--- config.mk ---
export PLATFORM = sky130hd
export DESIGN_NAME = alu_exec_stage_flat
export DESIGN_NICKNAME = d
export VERILOG_FILES = /design/src/rtl/alu_exec_stage_if.sv /design/src/rtl/alu_exec_stage.sv /design/src/flat_wrapper.sv
export SDC_FILE = /design/constraint.sdc
export NUM_CORES = 1
export LEC_CHECK = 0
export CORE_ASPECT_RATIO = 1.2
export CORE_UTILIZATION = 30
export CTS_BUF_LIST = sky130_fd_sc_hd__clkbuf_4 sky130_fd_sc_hd__clkbuf_8
export CTS_CLUSTER_DIAMETER = 60
export DETAILED_ROUTE_END_ITERATION = 10
export DONT_BUFFER_PORTS = 1
export PLACE_DENSITY = 0.47
export SETUP_SLACK_MARGIN = 0.02
export SKIP_CTS_REPAIR_TIMING = 1
export SYNTH_ARGS = -nofsm -noshare
export SYNTH_HDL_FRONTEND = slang
export SYNTH_SLANG_ARGS = --single-unit
--- constraint.sdc ---
create_clock -name clk -period 8.7 [get_ports clk]
set_clock_uncertainty 0.15 [all_clocks]
set_input_delay 0.87 -clock clk [delete_from_list [all_inputs] [get_ports clk]]
set_output_delay 0.87 -clock clk [all_outputs]
set_load 0.03 [all_outputs]
--- src/rtl/alu_exec_stage_if.sv ---
// rtl/alu_exec_stage_if.sv - operand/result handshake bundle for the LEGv8 execute stage
interface alu_exec_stage_if #(
    parameter int DATA_W = 64,
    parameter int CNT_W  = 16
);
    logic              in_valid;
    logic              in_ready;
    logic [3:0]        alu_ctrl;
    logic [DATA_W-1:0] op_a;
    logic [DATA_W-1:0] op_b;
    logic              out_valid;
    logic              out_ready;
    logic [DATA_W-1:0] result;
    logic [3:0]        flags;
    logic              cond;
    logic              illegal;
    logic [CNT_W-1:0]  op_count;

    modport master (
        output in_valid, alu_ctrl, op_a, op_b, out_ready,
        input  in_ready, out_valid, result, flags, cond, illegal, op_count
    );

    modport slave (
        input  in_valid, alu_ctrl, op_a, op_b, out_ready,
        output in_ready, out_valid, result, flags, cond, illegal, op_count
    );
endinterface

--- src/rtl/alu_exec_stage.sv ---
// rtl/alu_exec_stage.sv - registered LEGv8 ALU execute stage with a 2-entry result queue
module alu_exec_stage #(
    parameter int DATA_W = 64,
    parameter int CNT_W  = 16
) (
    input  logic          clk,
    input  logic          reset,
    alu_exec_stage_if.slave bus
);
    localparam int MSB = DATA_W - 1;

    typedef struct packed {
        logic              illegal;
        logic              cond;
        logic [3:0]        flags;
        logic [DATA_W-1:0] result;
    } entry_t;

    entry_t            new_e;
    logic [DATA_W:0]   sum;
    logic [DATA_W-1:0] res;
    logic              carry;
    logic              ovf;
    logic              legal;

    always_comb begin
        sum   = '0;
        res   = '0;
        carry = 1'b0;
        ovf   = 1'b0;
        legal = 1'b1;
        new_e = '0;
        case (bus.alu_ctrl)
            4'd0: res = bus.op_a & bus.op_b;
            4'd1: res = bus.op_a | bus.op_b;
            4'd2: begin
                sum   = {1'b0, bus.op_a} + {1'b0, bus.op_b};
                res   = sum[MSB:0];
                carry = sum[DATA_W];
                ovf   = (bus.op_a[MSB] == bus.op_b[MSB]) && (res[MSB] != bus.op_a[MSB]);
            end
            4'd6: begin
                // Subtract as A + ~B + 1 so carry-out reads as "no borrow"
                sum   = {1'b0, bus.op_a} + {1'b0, ~bus.op_b} + {{DATA_W{1'b0}}, 1'b1};
                res   = sum[MSB:0];
                carry = sum[DATA_W];
                ovf   = (bus.op_a[MSB] != bus.op_b[MSB]) && (res[MSB] != bus.op_a[MSB]);
            end
            4'd7, 4'd8: res = bus.op_b;
            default: legal = 1'b0;
        endcase

        if (legal) begin
            new_e.result = res;
            new_e.flags  = {res[MSB], (res == '0), carry, ovf};
            if (bus.alu_ctrl == 4'd7) begin
                new_e.cond = (bus.op_b == '0);
            end else if (bus.alu_ctrl == 4'd8) begin
                new_e.cond = (bus.op_b != '0);
            end else begin
                new_e.cond = (res == '0);
            end
        end else begin
            new_e.illegal = 1'b1;
        end
    end

    entry_t           mem_q [2];
    entry_t           last_q;
    entry_t           head;
    logic             wr_ptr_q;
    logic             rd_ptr_q;
    logic [1:0]       count_q;
    logic [1:0]       count_d;
    logic [CNT_W-1:0] op_count_q;
    logic [CNT_W-1:0] op_count_d;
    logic             in_ready;
    logic             out_valid;
    logic             push;
    logic             pop;

    assign in_ready  = (count_q != 2'd2);
    assign out_valid = (count_q != 2'd0);
    assign push      = bus.in_valid && in_ready;
    assign pop       = out_valid && bus.out_ready;

    always_comb begin
        count_d = count_q;
        case ({push, pop})
            2'b10:   count_d = count_q + 2'd1;
            2'b01:   count_d = count_q - 2'd1;
            default: count_d = count_q;
        endcase
        op_count_d = op_count_q;
        if (push && (op_count_q != {CNT_W{1'b1}})) begin
            op_count_d = op_count_q + {{(CNT_W-1){1'b0}}, 1'b1};
        end
    end

    always_ff @(posedge clk or posedge reset) begin
        if (reset) begin
            count_q    <= 2'd0;
            wr_ptr_q   <= 1'b0;
            rd_ptr_q   <= 1'b0;
            op_count_q <= '0;
            last_q     <= '0;
        end else begin
            count_q    <= count_d;
            op_count_q <= op_count_d;
            if (push) begin
                wr_ptr_q <= ~wr_ptr_q;
            end
            if (pop) begin
                rd_ptr_q <= ~rd_ptr_q;
            end
            // Shadow of the visible head so an empty queue keeps showing the last result
            if (out_valid) begin
                last_q <= mem_q[rd_ptr_q];
            end
        end
    end

    always_ff @(posedge clk) begin
        if (push) begin
            mem_q[wr_ptr_q] <= new_e;
        end
    end

    assign head = out_valid ? mem_q[rd_ptr_q] : last_q;

    assign bus.in_ready  = in_ready;
    assign bus.out_valid = out_valid;
    assign bus.result    = head.result;
    assign bus.flags     = head.flags;
    assign bus.cond      = head.cond;
    assign bus.illegal   = head.illegal;
    assign bus.op_count  = op_count_q;
endmodule

--- src/flat_wrapper.sv ---
// flat-port wrapper written by rule: the top's interface ports become plain ports
module alu_exec_stage_flat 
#(
    parameter int DATA_W = 64,
    parameter int CNT_W  = 16
)
  (clk, reset, bus_in_valid, bus_alu_ctrl, bus_op_a, bus_op_b, bus_out_ready, bus_in_ready, bus_out_valid, bus_result, bus_flags, bus_cond, bus_illegal, bus_op_count);
  alu_exec_stage_if #(.DATA_W(DATA_W), .CNT_W(CNT_W)) bus_i ();
  input  logic clk;
  input  logic reset;
  input wire logic [$bits(bus_i.in_valid)-1:0] bus_in_valid;
  input wire logic [$bits(bus_i.alu_ctrl)-1:0] bus_alu_ctrl;
  input wire logic [$bits(bus_i.op_a)-1:0] bus_op_a;
  input wire logic [$bits(bus_i.op_b)-1:0] bus_op_b;
  input wire logic [$bits(bus_i.out_ready)-1:0] bus_out_ready;
  output wire logic [$bits(bus_i.in_ready)-1:0] bus_in_ready;
  output wire logic [$bits(bus_i.out_valid)-1:0] bus_out_valid;
  output wire logic [$bits(bus_i.result)-1:0] bus_result;
  output wire logic [$bits(bus_i.flags)-1:0] bus_flags;
  output wire logic [$bits(bus_i.cond)-1:0] bus_cond;
  output wire logic [$bits(bus_i.illegal)-1:0] bus_illegal;
  output wire logic [$bits(bus_i.op_count)-1:0] bus_op_count;
  assign bus_i.in_valid = bus_in_valid;
  assign bus_i.alu_ctrl = bus_alu_ctrl;
  assign bus_i.op_a = bus_op_a;
  assign bus_i.op_b = bus_op_b;
  assign bus_i.out_ready = bus_out_ready;
  assign bus_in_ready = bus_i.in_ready;
  assign bus_out_valid = bus_i.out_valid;
  assign bus_result = bus_i.result;
  assign bus_flags = bus_i.flags;
  assign bus_cond = bus_i.cond;
  assign bus_illegal = bus_i.illegal;
  assign bus_op_count = bus_i.op_count;
  alu_exec_stage #(.DATA_W(DATA_W), .CNT_W(CNT_W)) u_core (.clk(clk), .reset(reset), .bus(bus_i));
endmodule
# Yosys cells after proc, flatten, opt, wreduce, memory -nomap -nowiden
# Memories as Yosys holds them, arrays and structs flattened.
# Cells that the tools add are included.
dict set report op_classes {
  n_reduce_logical 13
  n_eq_ne 13
  n_mux 12
  n_addsub 6
  bitwise 5
}
# op count
set op_table {}
lappend op_table {{64-bit one-hot mux with 5 select lines} 1}
lappend op_table {{64-bit by 64-bit adder with 65-bit output} 2}
lappend op_table {{64-bit logical NOT} 2}
lappend op_table {{70-bit 2-to-1 mux} 1}
lappend op_table {{69-bit 2-to-1 mux} 1}
lappend op_table {{65-bit by 1-bit adder with 65-bit output (second input constant)} 1}
lappend op_table {{64-bit bitwise AND} 1}
lappend op_table {{64-bit inverter} 1}
lappend op_table {{64-bit bitwise OR} 1}
lappend op_table {{64-bit nonzero test} 1}
lappend op_table {{16-bit by 1-bit adder with 16-bit output (second input constant)} 1}
lappend op_table {{16-bit != test (second input constant)} 1}
lappend op_table {{4-bit by 3-bit equality test with 1-bit output (second input constant)} 2}
lappend op_table {{1-bit 2-to-1 mux} 6}
lappend op_table {{6-bit OR reduction} 1}
lappend op_table {{1-bit logical AND} 5}
lappend op_table {{4-bit by 1-bit equality test with 1-bit output (second input constant)} 1}
lappend op_table {{4-bit by 2-bit equality test with 1-bit output (second input constant)} 1}
lappend op_table {{4-bit equality test (second input constant)} 1}
lappend op_table {{4-bit logical NOT} 1}
lappend op_table {{1-bit one-hot mux with 2 select lines} 2}
lappend op_table {{2-bit one-hot mux with 2 select lines} 1}
lappend op_table {{2-bit nonzero test} 2}
lappend op_table {{1-bit != test} 3}
lappend op_table {{other kinds (8)} 9}
dict set report word_totals {
  output_inout_bits 88
  in_bits 136
  memories 1
  ramBits 140
  regBits 90
  wordCells 58
}
# memory words width read_ports rd_ports_with_merged_regs write_ports line
set mem_list {}
lappend mem_list {u_core.mem_q 2 70 1 0 1 alu_exec_stage.sv:68} ;# entry_t mem_q [2];

# Longest topological paths before layout
# Gate-level depths: netlist of the first run.
dict set report logic_depth {
  word_depth 8
  ltp_mapped 17
  mapped_depth_nobuf 17
}

# Least setup slack after synthesis of the first run
# No wires, ideal clock.
dict set report synth_path {
  path_type {input to register}
  from {input bus_op_a[0]}
  to {memory u_core.mem_q[0][66] (netlist bit) (data pin)}
  required_time_ns 8.377
  stages 17
  path_slack_ns 4.110
  arrival_time_ns 4.267
  setup_ns 0.173
  path_buffers 0
  path_cell_list {inv_1 -> ha_1 -> inv_1 -> fa_1 -> nor2b_1 -> o311a_1 -> o211a_1 -> o2111ai_1 -> a21o_1 -> a2111o_1 -> o211ai_1 -> a211o_1 -> or4_1 -> nor4b_1 -> nand4b_1 -> or2_1 -> nor3_1}
}
# item line
set synth_rtl {}
lappend synth_rtl {{start: declaration} flat_wrapper.sv:13} ;# input wire logic [$bits(bus_i.op_a)-1:0] bus_op_a;
lappend synth_rtl {{end: declaration} alu_exec_stage.sv:68}

==> results of run 1 <==
-- worst max path at each step --
stage	to	slack [ns]	cells past startpoint
global route	u_core.mem_q[0][66]	2.25	17
global placement	u_core.mem_q[0][66]	1.71	17
finish	u_core.mem_q[0][66]	2.24	17
detailed placement	u_core.mem_q[0][66]	1.67	17
CTS	u_core.mem_q[0][66]	2.25	17
floorplan	u_core.mem_q[0][66]	4.11	17
-- logic make-up after synthesis --
group / synth area share, %
muxes: 4.72
AOI/OAI and AO/OA: 26.7
DFF: 29.9
adders and majority gates: 11.5
and+or+nand+nor: 18.1
buffers and inverters: 7.52
xor gates and xnor gates: 1.43
-- area by class of cell --
| cell class | count | area, sq um | area share (%) |
|---|---|---|---|
| clock buffer | 50 | 619 | 2.72 |
| timing repair buffer | 31 | 235 | 1.03 |
| tap | 918 | 1150 | 5.05 |
| multi-input combinational | 1966 | 13400 | 58.9 |
| sequential | 228 | 6400 | 28.1 |
| clock inverter | 14 | 123 | 0.539 |
| antenna | 2 | 5.00 | 0.0220 |
| inverter | 219 | 825 | 3.62 |
-- per-stage QoR --
step / instances / hold WS [ns] / setup WS (ns) / utilization (%)
floorplan: 2546 / 0.306 / 4.11 / -
global placement: 3361 / 0.331 / 1.71 / 31.4
detailed placement: 3361 / 0.335 / 1.67 / 31.4
CTS: 3425 / -0.0628 / 2.25 / 32.5
global route: 3427 / 0.369 / 2.25 / 32.5
finish: 3428 / 0.345 / 2.24 / 32.5
-- per-layer routing --
layer	global-route usage, %	wire length (um)	up-vias
met4	12.3	5090	0
met2	44.9	46900	891
li1	-	-	9320
met5	0	0	-
met1	33.5	40900	10093
met3	4.61	6960	176
-- flip-flops by register name (all words and copies together), names as in the netlist --
| name | cells |
|---|---|
| u_core.mem_q | 138 |
| u_core.last_q | 70 |
| u_core.bus.op_count | 16 |
| u_core.count_q | 2 |
| u_core.rd_ptr_q | 1 |
| u_core.wr_ptr_q | 1 |
-- power by group through the flow --
stage               combinational, W  sequential, W  clock [W]
floorplan                    0.00182        0.00169          0
global placement             0.00238        0.00174          0
detailed placement           0.00239        0.00176          0
CTS                          0.00240        0.00173   0.000989
global route                 0.00257        0.00177    0.00103
finish                       0.00239        0.00173   0.000949
-- synth_stat cells (13+ instances only) --
library cell  count
ha_1            194
edfxtp_1        138
a211oi_1         23
nor2b_1          26
o211ai_1         32
clkbuf_1         54
nand4_1          48
o21ai_0         104
mux2i_1          94
a21o_1           28
o31ai_1          48
a21oi_1         258
nand3_1          51
clkbuf_8         18
xnor2_1          26
o22ai_1          13
o21ai_1          25
o21bai_1         26
a22oi_1          15
nor3_1           38
a31oi_1          27
nor2_1          276
a221o_1          15
dfrtp_1          90
and2_1           17
a221oi_1         55
nor4_1           57
o21a_1           17
nand2_1         179
inv_1           216
buf_2            37
buf_1            14
-- layout by cell type (no fill, tap or decap), types with 27 or more instances in the layout --
cell	netlist	routed
dfrtp_1	90	89
o31ai_1	48	48
nor2_1	276	274
buf_4	4	30
nand4_1	48	48
o211ai_1	32	32
edfxtp_1	138	138
a221oi_1	55	55
a21o_1	28	27
inv_1	216	215
nor3_1	38	38
a31oi_1	27	27
a21oi_1	258	258
nand2_1	179	178
ha_1	194	194
nor4_1	57	56
nand3_1	51	51
o21ai_0	104	104
mux2i_1	94	94
clkbuf_8	18	39
-- worst max-delay path, delay by kind of cell --
family	cells	cell delay (ns)
simple gates	8	2.51
fa+ha+maj	2	0.60
compound gates	5	2.55
buf+inv	2	0.13
==> metrics, run 1 <==
status=finished clean; share of cells above drive strength 1=7.02%; clock power share=18.7%; Reg2Reg Launch Point=u_core.count_q[0]; Clk Tree Root Cell=clkbuf_8; slowest cell delay on critical path=1.15 ns; share of the synthesized area in the top cell type=19.4%; net count after synthesis=2878; Final HPWL DP=80400 um; chip height=294 um; highest clock rate=0.155 GHz; hold wc startpoint=u_core.count_q[1]; largest net degree at the start of global routing=80; Synth Flop Type=edfxtp_1; #FFs+latches synth=228; first-pass GRT wire length=142000 um; Critical Path Source Type=input pin; Setup TNS Final=0 ns; Final Critical Period=6.46 ns; CTS tree=done; initial DRC count=1787; I/O pin count=224; # clock sinks=228; Final setup viols=0; Critical Path RT=8.91 ns; VDD IR-drop max=0.149 mV; worst slew pin tran=1.22 ns; Final Total Pwr=0.00507 W; Die Span X=246 um; syn avg cell area=8.40 sq um; top cells by area, synth=edfxtp_1 19%, ha_1 11%, dfrtp_1 11%, a21oi_1 6.0%, nor2_1 4.8%; EDFF count, synth=138; row cnt=106; wire length per cell=29.1 um; Power Density=223 nW/um^2; Worst slew margin=16.3%; YS warnings=0; FF-to-FF End=u_core.last_q[61]; CP max FO=4; Max Cap Viol=0; Post-synth ARST share=39.5%; Cell variety after synth=115; Worst-path clk slew=0.06 ns; Psw=0.00244 W; Hold/Removal Path Class=flop to flop; antenna violations before repair=2; largest area contributor in the netlist=edfxtp_1; RSZ-0062 raised after global routing=no; Area after DPL=22000 sq um; reg2reg path depth=4; Initial Utilization=30.5%; DRC violations left=0; reg2reg setup slack=5.68 ns; antenna viol nets, final=0; sequential cell fraction of total power=34.1%; Synth Instances=2546; Layout area overhead=6.50%; drt first pass iters=7; critical path launch point=bus_op_a[0]; internal power=0.00264 W; switching share of power=48.1%; IO buf count=0; kind of critical path=input pin to flop; sequential share of the synthesized area=29.9%; hold endpoint=u_core.count_q[1]; vias in the first global route=19804; Slew Limit Fails=0; fill count=7459; CTS Buffer Depth=3; via count=20480; Clock Latency Late Sink=0.55 ns; H-tree depth=2; fin crit share=74.2%; Die ar.=72300 sq um; vias per cell=5.97; RD Place Congestion=0.994; CP Capture Type=flop; Slowest cell on crit path=a2111oi_0; Leak=9.17 nW; Post-Layout Inst Area=22800 sq um; Post-Route WL=99900 um; final hold vios=0; total CTS buffers=35; hold path cells=1; Comb pwr share=47.2%; Core Area=70000 sq um; Total Nets Final=2813; critical path cell sequence=inv_1 > ha_1 > inv_1 > fa_1 > nor2b_1 > o311ai_0 > a21oi_1 > o2111ai_1 > and3_1 > a31o_2 > nand4_1 > a2111oi_0 > nand4bb_1 > nor4_1 > nand4_1 > or2_1 > nor3_1; GR Util All Layers=26.9%; Data arrival, critical path=6.67 ns; mapped cell area=21400 sq um; GR Overflow Total=0
Note: power is estimated with default switching activity, not from simulation.
==> run 2, diff against run 1 <==
==> constraint.sdc (replaced) <==
create_clock -name clk -period 6.24 [get_ports clk]
set_clock_uncertainty 0.15 [all_clocks]
set_input_delay 0.624 -clock clk [delete_from_list [all_inputs] [get_ports clk]]
set_output_delay 0.624 -clock clk [all_outputs]
set_load 0.03 [all_outputs]
==> metrics, run 2 (synthesis gave the netlist of run 1 again) <==
vias per cell=5.93; Final Critical Period=6.01 ns; sequential cell fraction of total power=34.6%; internal power=0.00367 W; via count=20577; share of cells above drive strength 1=8.57%; worst slew pin tran=1.29 ns; chip height=294 um; Reg2Reg Launch Point=u_core.count_q[0]; max FFs per register=138; critical path cell sequence=inv_1 > ha_1 > inv_1 > fa_1 > nor2b_1 > o311ai_0 > a21oi_1 > o2111ai_1 > and3_1 > a31o_2 > nand4_1 > a2111oi_1 > nand4bb_1 > nor4_1 > nand4_1 > or2_1 > nor3_1; Slowest cell on crit path=a2111oi_1; fill count=7527; non-filler instance count after layout=3468; fin crit share=96.2%; final hold vios=0; first-pass GRT wire length=143000 um; hold wc startpoint=bus_out_ready; antenna violations before repair=4; Worst slew margin=13.4%; Post-Layout Inst Area=23100 sq um; Top Family by Delay on Critical Path=compound AO/OA/AOI/OAI gates; Die ar.=72300 sq um; status=finished clean; Worst-path clk slew=0.07 ns; Final HPWL DP=81900 um; largest net degree at the start of global routing=80; row cnt=106; Largest Register=u_core.mem_q; Die Span X=246 um; total CTS buffers=31; Final setup viols=0; kind of critical path=input pin to flop; critical path launch point=bus_op_a[0]; Data arrival, critical path=6.26 ns; RSZ-0062 raised after global routing=no; Comb pwr share=47.4%; Leak=9.37 nW; WP buf/inv=2; # clock sinks=228; GR Overflow Total=0; Core Area=70000 sq um; Critical Path RT=6.49 ns; most common cell after layout, fill and taps aside=nor2_1; Total Nets Final=2852; vias in the first global route=20229; switching share of power=47.8%; Slew Limit Fails=0; clock power share=18.0%; Initial Utilization=30.5%; I/O pin count=224; IO buf count=0; CP Capture Type=flop; Clk Tree Root Cell=clkbuf_8; CTS Buffer Depth=3; CP max FO=4; Clock Latency Late Sink=0.58 ns; GR Util All Layers=27.0%; H-tree depth=1; Post-Route WL=100000 um; drt first pass iters=6; Hold/Removal Path Class=input pin to flop; Psw=0.00336 W; Layout area overhead=8.00%; VDD IR-drop max=0.230 mV; Post-Place Cells=3404; initial DRC count=1738; Critical Path Source Type=input pin; CTS tree=done; Area after DPL=22400 sq um; slowest cell delay on critical path=1.06 ns; DRC violations left=0; Power Density=305 nW/um^2; highest clock rate=0.167 GHz; antenna viol nets, final=0; RD Place Congestion=0.951; Max Cap Viol=0; wire length per cell=29.0 um; most frequent cells in the layout=274 x nor2_1, 258 x a21oi_1, 215 x inv_1
-- run 2: cell count changes in the layout (fill, tap and decap cells not counted), moves of 3 or more --
cell	before	now
clkinv_1	8	2
buf_4	30	70
buf_12	0	3
clkbuf_8	39	34
clkinv_2	1	4
diode_2	2	6
-- run 2: final timing paths --
check / depth (start not counted) / to / slack (ns)
worst max-delay path: 17 / u_core.mem_q[0][66] / 0.23
worst min-delay path: 2 / u_core.rd_ptr_q / 0.15
worst max register to register: 4 / u_core.mem_q[0][41] / 3.26
worst min register to register: 1 / u_core.count_q[1] / 0.37
max in group asynchronous: 3 / u_core.rd_ptr_q / 4.31
min in group asynchronous: 2 / u_core.last_q[38] / 0.34
-- run 2: area by class of cell --
type                            instances  area [sq um]  share of cell area, %
Antenna cell                            6          15.0                 0.0650
Clock buffer                           46           558                   2.42
Clock inverter                         11           136                  0.591
Inverter                              219           825                   3.57
Multi-Input combinational cell       1966         13400                   58.1
Sequential cell                       228          6400                   27.7
Tap cell                              918          1150                   4.98
Timing Repair Buffer                   74           596                   2.58
-- run 2: power by group through the flow --
stage,combinational [W],sequential [W],clock (W)
2_1_floorplan,0.00254,0.00236,0
5_1_grt,0.00358,0.00249,0.00137
3_5_place_dp,0.00334,0.00248,0
3_3_place_gp,0.00333,0.00246,0
4_1_cts,0.00335,0.00245,0.00132
6_report,0.00333,0.00243,0.00126
-- run 2: layer usage --
layer / vias to the layer above / GRT usage (%) / routed length [um]
met5: - / 0 / 13
met4: 2 / 12.7 / 5150
met3: 147 / 5.02 / 7430
met2: 857 / 45.9 / 47700
met1: 10170 / 32.6 / 40200
li1: 9401 / - / -
-- run 2: stage by stage --
| stage | setup TNS (ns) | setup slack, ns | power [W] | hold WS, ns | util [%] |
|---|---|---|---|---|---|
| final | 0 | 0.235 | 0.00703 | 0.147 | 33.0 |
| after global routing | 0 | 0.215 | 0.00745 | 0.0980 | 33.0 |
| after CTS | 0 | 0.222 | 0.00712 | -0.309 | 32.9 |
| after detailed placement | -1.53 | -0.428 | 0.00581 | 0.339 | 31.9 |
| after global placement | -1.37 | -0.361 | 0.00579 | 0.331 | 31.9 |
| after floorplan | 0 | 1.78 | 0.00490 | 0.306 | - |
